## src/rtl/mem_loader.sv

```systemverilog
// mem_loader: byte-stream program loader for the LVDC backplane memory.
//
// Receives framed bytes from a host link and writes each 26-bit word into
// memory with a single-word write handshake. The CPU is held halted for the
// whole load. Completion, checksum errors, inter-byte timeouts and writes
// overrun by pending host bytes are reported through done/error/err_code.
//
// Frame: SYNC, ADDR_LO, ADDR_HI, CNT_LO, CNT_HI, N x 4 data bytes
// (little-endian), CSUM. CSUM is the mod-256 sum of every byte after SYNC.
//
// Ports:
//   clk, rst              clock, asynchronous active-high reset
//   rx_data/valid/ready   host byte stream (transfer when valid && ready)
//   mem_addr/wdata/we     memory write request, held until mem_ready
//   mem_ready             memory accepted the write this cycle
//   cpu_halt              CPU must stall while a frame is in progress
//   done, error, err_code result of the last frame
//                         (err_code 1 = checksum, 2 = timeout, 3 = overlap)
module mem_loader #(
  parameter logic [7:0] SYNC_BYTE = 8'hA5,
  parameter int         ADDR_W    = 15,
  parameter int         DATA_W    = 26,
  parameter int         TIMEOUT   = 4096
) (
  input  logic              clk,
  input  logic              rst,
  input  logic [7:0]        rx_data,
  input  logic              rx_valid,
  output logic              rx_ready,
  output logic [ADDR_W-1:0] mem_addr,
  output logic [DATA_W-1:0] mem_wdata,
  output logic              mem_we,
  input  logic              mem_ready,
  output logic              cpu_halt,
  output logic              done,
  output logic              error,
  output logic [1:0]        err_code
);

  typedef enum logic [2:0] {
    IDLE, A_LO, A_HI, C_LO, C_HI, DATA, WRITE, CSUM
  } state_t;

  localparam logic [1:0] ERR_CSUM    = 2'd1;
  localparam logic [1:0] ERR_TIMEOUT = 2'd2;
  localparam logic [1:0] ERR_OVERLAP = 2'd3;

  // Host bytes pending this long while a write is stuck abort the frame.
  localparam logic [8:0] OVERLAP_LIMIT = 9'd256;

  state_t      state;
  logic [7:0]  csum;
  logic [7:0]  cnt_lo;
  logic [15:0] words_left;
  logic [1:0]  byte_idx;
  logic [23:0] asm_bytes;   // first three bytes of the word being assembled
  logic [31:0] to_cnt;
  logic [8:0]  ov_cnt;

  logic take;
  logic timed;
  logic to_hit;

  // NOTE: every signal written here gets a value on every path, so this stays
  // pure combinational logic and no latch is inferred.
  always_comb begin
    take   = rx_valid && rx_ready;
    timed  = (state != IDLE) && (state != WRITE);
    to_hit = (TIMEOUT != 0) && timed && !take && (to_cnt == 32'(TIMEOUT - 1));
  end

  // NOTE: all state below uses non-blocking assignments so every register
  // samples the pre-edge values; the defaults at the top of the else-branch
  // are overridden by later assignments in the same cycle.
  always_ff @(posedge clk or posedge rst) begin
    if (rst) begin
      state      <= IDLE;
      rx_ready   <= 1'b0;
      mem_addr   <= '0;
      mem_wdata  <= '0;
      mem_we     <= 1'b0;
      cpu_halt   <= 1'b0;
      done       <= 1'b0;
      error      <= 1'b0;
      err_code   <= 2'd0;
      csum       <= 8'd0;
      cnt_lo     <= 8'd0;
      words_left <= 16'd0;
      byte_idx   <= 2'd0;
      asm_bytes  <= 24'd0;
      to_cnt     <= 32'd0;
      ov_cnt     <= 9'd0;
    end else begin
      // Ready everywhere except while a write is outstanding.
      rx_ready <= 1'b1;

      // Inter-byte gap counter, restarted by every accepted byte.
      if (!timed || take) to_cnt <= 32'd0;
      else                to_cnt <= to_cnt + 32'd1;

      if (to_hit) begin
        state    <= IDLE;
        error    <= 1'b1;
        err_code <= ERR_TIMEOUT;
        cpu_halt <= 1'b0;
      end else begin
        case (state)
          IDLE: begin
            if (take && rx_data == SYNC_BYTE) begin
              state    <= A_LO;
              csum     <= 8'd0;
              done     <= 1'b0;
              error    <= 1'b0;
              err_code <= 2'd0;
              cpu_halt <= 1'b1;
            end
          end
          A_LO: if (take) begin
            mem_addr[7:0] <= rx_data;
            csum          <= csum + rx_data;
            state         <= A_HI;
          end
          A_HI: if (take) begin
            mem_addr[ADDR_W-1:8] <= rx_data[ADDR_W-9:0];
            csum                 <= csum + rx_data;
            state                <= C_LO;
          end
          C_LO: if (take) begin
            cnt_lo <= rx_data;
            csum   <= csum + rx_data;
            state  <= C_HI;
          end
          C_HI: if (take) begin
            words_left <= {rx_data, cnt_lo};
            byte_idx   <= 2'd0;
            csum       <= csum + rx_data;
            state      <= ({rx_data, cnt_lo} == 16'd0) ? CSUM : DATA;
          end
          DATA: if (take) begin
            csum      <= csum + rx_data;
            asm_bytes <= {rx_data, asm_bytes[23:8]};
            byte_idx  <= byte_idx + 2'd1;
            if (byte_idx == 2'd3) begin
              // Upper bits of the 32-bit little-endian word are dropped.
              mem_wdata <= DATA_W'({rx_data, asm_bytes});
              mem_we    <= 1'b1;
              rx_ready  <= 1'b0;
              ov_cnt    <= 9'd0;
              state     <= WRITE;
            end
          end
          WRITE: begin
            if (mem_ready) begin
              mem_we     <= 1'b0;
              mem_addr   <= mem_addr + ADDR_W'(1);
              words_left <= words_left - 16'd1;
              state      <= (words_left == 16'd1) ? CSUM : DATA;
            end else if (rx_valid && ov_cnt == OVERLAP_LIMIT) begin
              // Host kept pushing while memory stalled: give up on the frame.
              mem_we   <= 1'b0;
              error    <= 1'b1;
              err_code <= ERR_OVERLAP;
              cpu_halt <= 1'b0;
              state    <= IDLE;
            end else begin
              rx_ready <= 1'b0;
              if (rx_valid) ov_cnt <= ov_cnt + 9'd1;
            end
          end
          CSUM: if (take) begin
            if (rx_data == csum) begin
              done <= 1'b1;
            end else begin
              error    <= 1'b1;
              err_code <= ERR_CSUM;
            end
            cpu_halt <= 1'b0;
            state    <= IDLE;
          end
          default: state <= IDLE;
        endcase
      end
    end
  end

endmodule

```

## config.mk

```make
export PLATFORM = sky130hd
export DESIGN_NAME = mem_loader
export DESIGN_NICKNAME = d
export VERILOG_FILES = /design/src/rtl/mem_loader.sv
export SDC_FILE = /design/constraint.sdc
export NUM_CORES = 1
export LEC_CHECK = 0
export BUFFER_PORTS_ARGS = -buffer_cell sky130_fd_sc_hd__buf_2
export CELL_PAD_IN_SITES_DETAIL_PLACEMENT = 0
export CELL_PAD_IN_SITES_GLOBAL_PLACEMENT = 1
export CORE_ASPECT_RATIO = 1.2
export CORE_MARGIN = 2
export CORE_UTILIZATION = 35
export CTS_CLUSTER_DIAMETER = 40
export DETAILED_ROUTE_END_ITERATION = 7
export HOLD_SLACK_MARGIN = 0.08
export PLACE_DENSITY = 0.72
export REMOVE_ABC_BUFFERS = 1
export SYNTH_ARGS = -nofsm -noshare
export SYNTH_HDL_FRONTEND = slang
export SYNTH_SLANG_ARGS = --single-unit
```

## constraint.sdc

```tcl
create_clock -name clk -period 7.93 [get_ports clk]
set_input_delay 0.793 -clock clk [delete_from_list [all_inputs] [get_ports clk]]
set_output_delay 0.793 -clock clk [all_outputs]
set_load 0.01 [all_outputs]
```

==> out/qor.csv <==
metric,value,unit
IO Pins,60,
"Arr. time, crit path",2.89,ns
post-place setup slack,5.20,ns
ANT nets after route,0,
final hold viol count,0,
endpoint class of the critical path,flop,
Overall Global Routing Usage,0.168,
worst setup path class,flop to flop,
Peak VDD IR,0.135,mV
Ys Warns,0,
"slowest stage delay, CP",0.61,ns
initial detailed-routing violation count,336,
FF-to-FF setup slack,5.35,ns
Slew @ Worst Pin,1.13,ns
Logic pwr share,0.294,
H-Tree Depth,4,
Critical Path RT,8.24,ns
drt drc,0,
initial antenna violation count,0,
hold bufs inserted after CTS,0,
Static Leak,3.89,nW
# port buffers,59,
Die Wd,137,um
Final Setup Violations,0,
Hold Crit Start,err_code[1]$_DFFE_PP0P_,
Top Family by Delay on Critical Path,simple AND/OR/NAND/NOR gates,
total core area,0.0209,mm2
post_cts resized,0,
Synth async-reset ratio,1.00,
unrepaired setup endpoints after global routing,no,
Crit path depth,6,
R2R Path End,ov_cnt[6]$_DFFE_PP0P_,
grt ovf,0,
fmax,0.388,GHz
first drt pass iteration count,5,
number of diodes,0,
WL/cell,16.7,um
num rows,58,
power share of the clock group,0.297,
number of setup buffers added after CTS,0,
hold endpoint,err_code[1]$_DFFE_PP0P_,
max-slew violations,0,
DR vias/cell,5.28,
Post-synth top flop,dfrtp_1,
Critical Path Slowest Stage Cell,a311oi_4,
slew margin rel.,0.239,
crit-path cells,nand3b_4 -> a311oi_4 -> nor2_2 -> nor4b_2 -> xnor2_1 -> nor2_1,
Crit Path Max Fanout,43,
Clock Skew,0.0131,ns
run status,"finished, final reports clean",
Worst Setup Start Kind,flop,
CTS root buf,clkbuf_16,
Die Span Y,164,um
sw frac,0.363,
WL final,17600,um
sequential area share after synthesis,0.504,
R2R Path Start,state[0]$_DFFE_PP0P_,
share of layout cells above drive strength 1,0.220,
HP Class,flop to flop,
largest net degree at the start of global routing,83,
CP bufs+invs,0,
Worst-path clk slew,0.07,ns
cell area after synthesis,0.00745,mm2
first-pass GRT wire length,28900,um
CTS buffer count,17,
GP Congestion,0.797,
Seq pwr share,0.409,
setup TNS,0,ns
fin util,0.413,
Post-layout nets,800,
max-cap viol count,0,
Register-to-Register Path Depth,6,
clock latency on the worst-skew pair,0.44,ns
Syn Area/Cell,10.3,um2
PD cells,339,mW/mm2
Total Power,2.93,mW
CTS tree,built,
Vias,5580,
hpwl dp,11800,um
initial core utilization,0.356,
cells after synthesis,723,
vias in the first global route,5319,
"Distinct cells, synth",56,
die area,0.0225,mm2
NetSw,1.06,mW
number of synthesized flops with an enable pin,0,
fin worst setup slack,5.35,ns
synthesized flop and latch total,150,
area growth from synthesis to final layout,15.9,%
Final min period,2.58,ns
crit share post-route,0.325,
CTS sink cnt,150,
WHS Path Cells,2,
maximum clock insertion buffer count,2,
Int Power,1.87,mW
## sequential cells by signal, indices dropped and copies added (netlist names)
signal,flops
cnt_lo,8
rx_ready,1
mem_addr,15
to_cnt,32
words_left,16
error,1
done,1
mem_wdata,26
byte_idx,2
csum,8
err_code,2
cpu_halt,1
ov_cnt,9
asm_bytes,24
mem_we,1
state,3
## cell usage in the layout (no fill, tap or decap), drive strengths merged, types with 10 or more instances in the layout
cell type    n
a21oi       39
a22o        12
and2        10
and3        13
buf         64
clkbuf      17
dfrtp      150
ha          14
inv         20
mux2        58
nand2       64
nand3       22
nand4       15
nor2        76
nor3        18
nor4        17
o21ai       48
xnor2       15
xor2        26
## synthesized netlist by cell type (6+ instances only)
cell type	number	area, um2
o22a_1	6	52.6
clkbuf_1	20	75.1
nand2_1	64	240
and4_1	7	61.3
nand4_1	15	93.8
and3_1	13	81.3
nor3_1	18	90.1
ha_1	14	175
buf_2	12	60.1
xnor2_1	15	131
nor4_1	14	87.6
a21oi_1	39	195
a22o_1	12	105
or3_1	7	43.8
o22ai_1	7	43.8
dfrtp_1	150	3750
and2_1	10	62.6
nand3_1	22	110
xor2_1	26	228
nor2_1	75	282
inv_1	15	56.3
mux2_2	58	653
o21ai_0	45	225
## kinds of logic (layout without fill, tap and decap cells)
group	count (synthesis)	in the layout	share of synthesized area
simple gates	266	266	0.181
flops	150	150	0.504
compound gates	145	145	0.126
mux	58	58	0.0877
buf+inv	48	111	0.0267
xor+xnor	41	41	0.0482
fa+ha+maj	15	15	0.0262
## area by class of cell
class	instances	area (um2)
well taps	270	338
repair buffers	64	333
clock inverters	15	218
fillers	2025	12300
flip-flops and latches	150	3750
inverters	15	61.3
clock buffers	17	425
multi-input cells	525	3500
## worst min-delay path, cell delays in order (launching register included)
cell and delay, ns:
dfrtp_1 0.34, nand2_1 0.04, o21ai_0 0.06
## through the flow
stage	hold WS, ns	area [um2]	instances
after floorplan	0.441	7300	690
after global routing	0.511	8630	1056
after global placement	0.461	7990	1024
after CTS	0.481	8630	1056
final	0.473	8630	1056
after detailed placement	0.466	7990	1024
## routing by layer
metal / track usage / vias up / share of wire
met2: 0.267 / 91 / 0.48
li1: - / 2707 / -
met1: 0.226 / 2760 / 0.46
met3: 0.0352 / 22 / 0.037
met4: 0.0590 / 0 / 0.018
met5: 0 / - / 0
## how the worst max path moves through the flow
stage / startpoint / end / slack, ns
after detailed placement: rx_data[0] / csum[6]$_DFFE_PP0P_ / 5.20
after global routing: state[0]$_DFFE_PP0P_ / ov_cnt[6]$_DFFE_PP0P_ / 5.15
after floorplan: rst / asm_bytes[0]$_DFFE_PP0P_ / 3.10
after global placement: rx_data[0] / csum[6]$_DFFE_PP0P_ / 5.23
after CTS: state[0]$_DFFE_PP0P_ / ov_cnt[6]$_DFFE_PP0P_ / 5.32
final: state[0]$_DFFE_PP0P_ / ov_cnt[6]$_DFFE_PP0P_ / 5.35
## power groups by stage
stage          Combinational [mW]  Sequential (mW)  Clock, mW
4_1_cts                     0.869             1.20      0.893
3_3_place_gp                0.855             1.21          0
2_1_floorplan               0.617             1.16          0
3_5_place_dp                0.864             1.21          0
5_1_grt                     0.976             1.23      0.929
6_report                    0.861             1.20      0.871
Power figures use the tool's default switching activity.
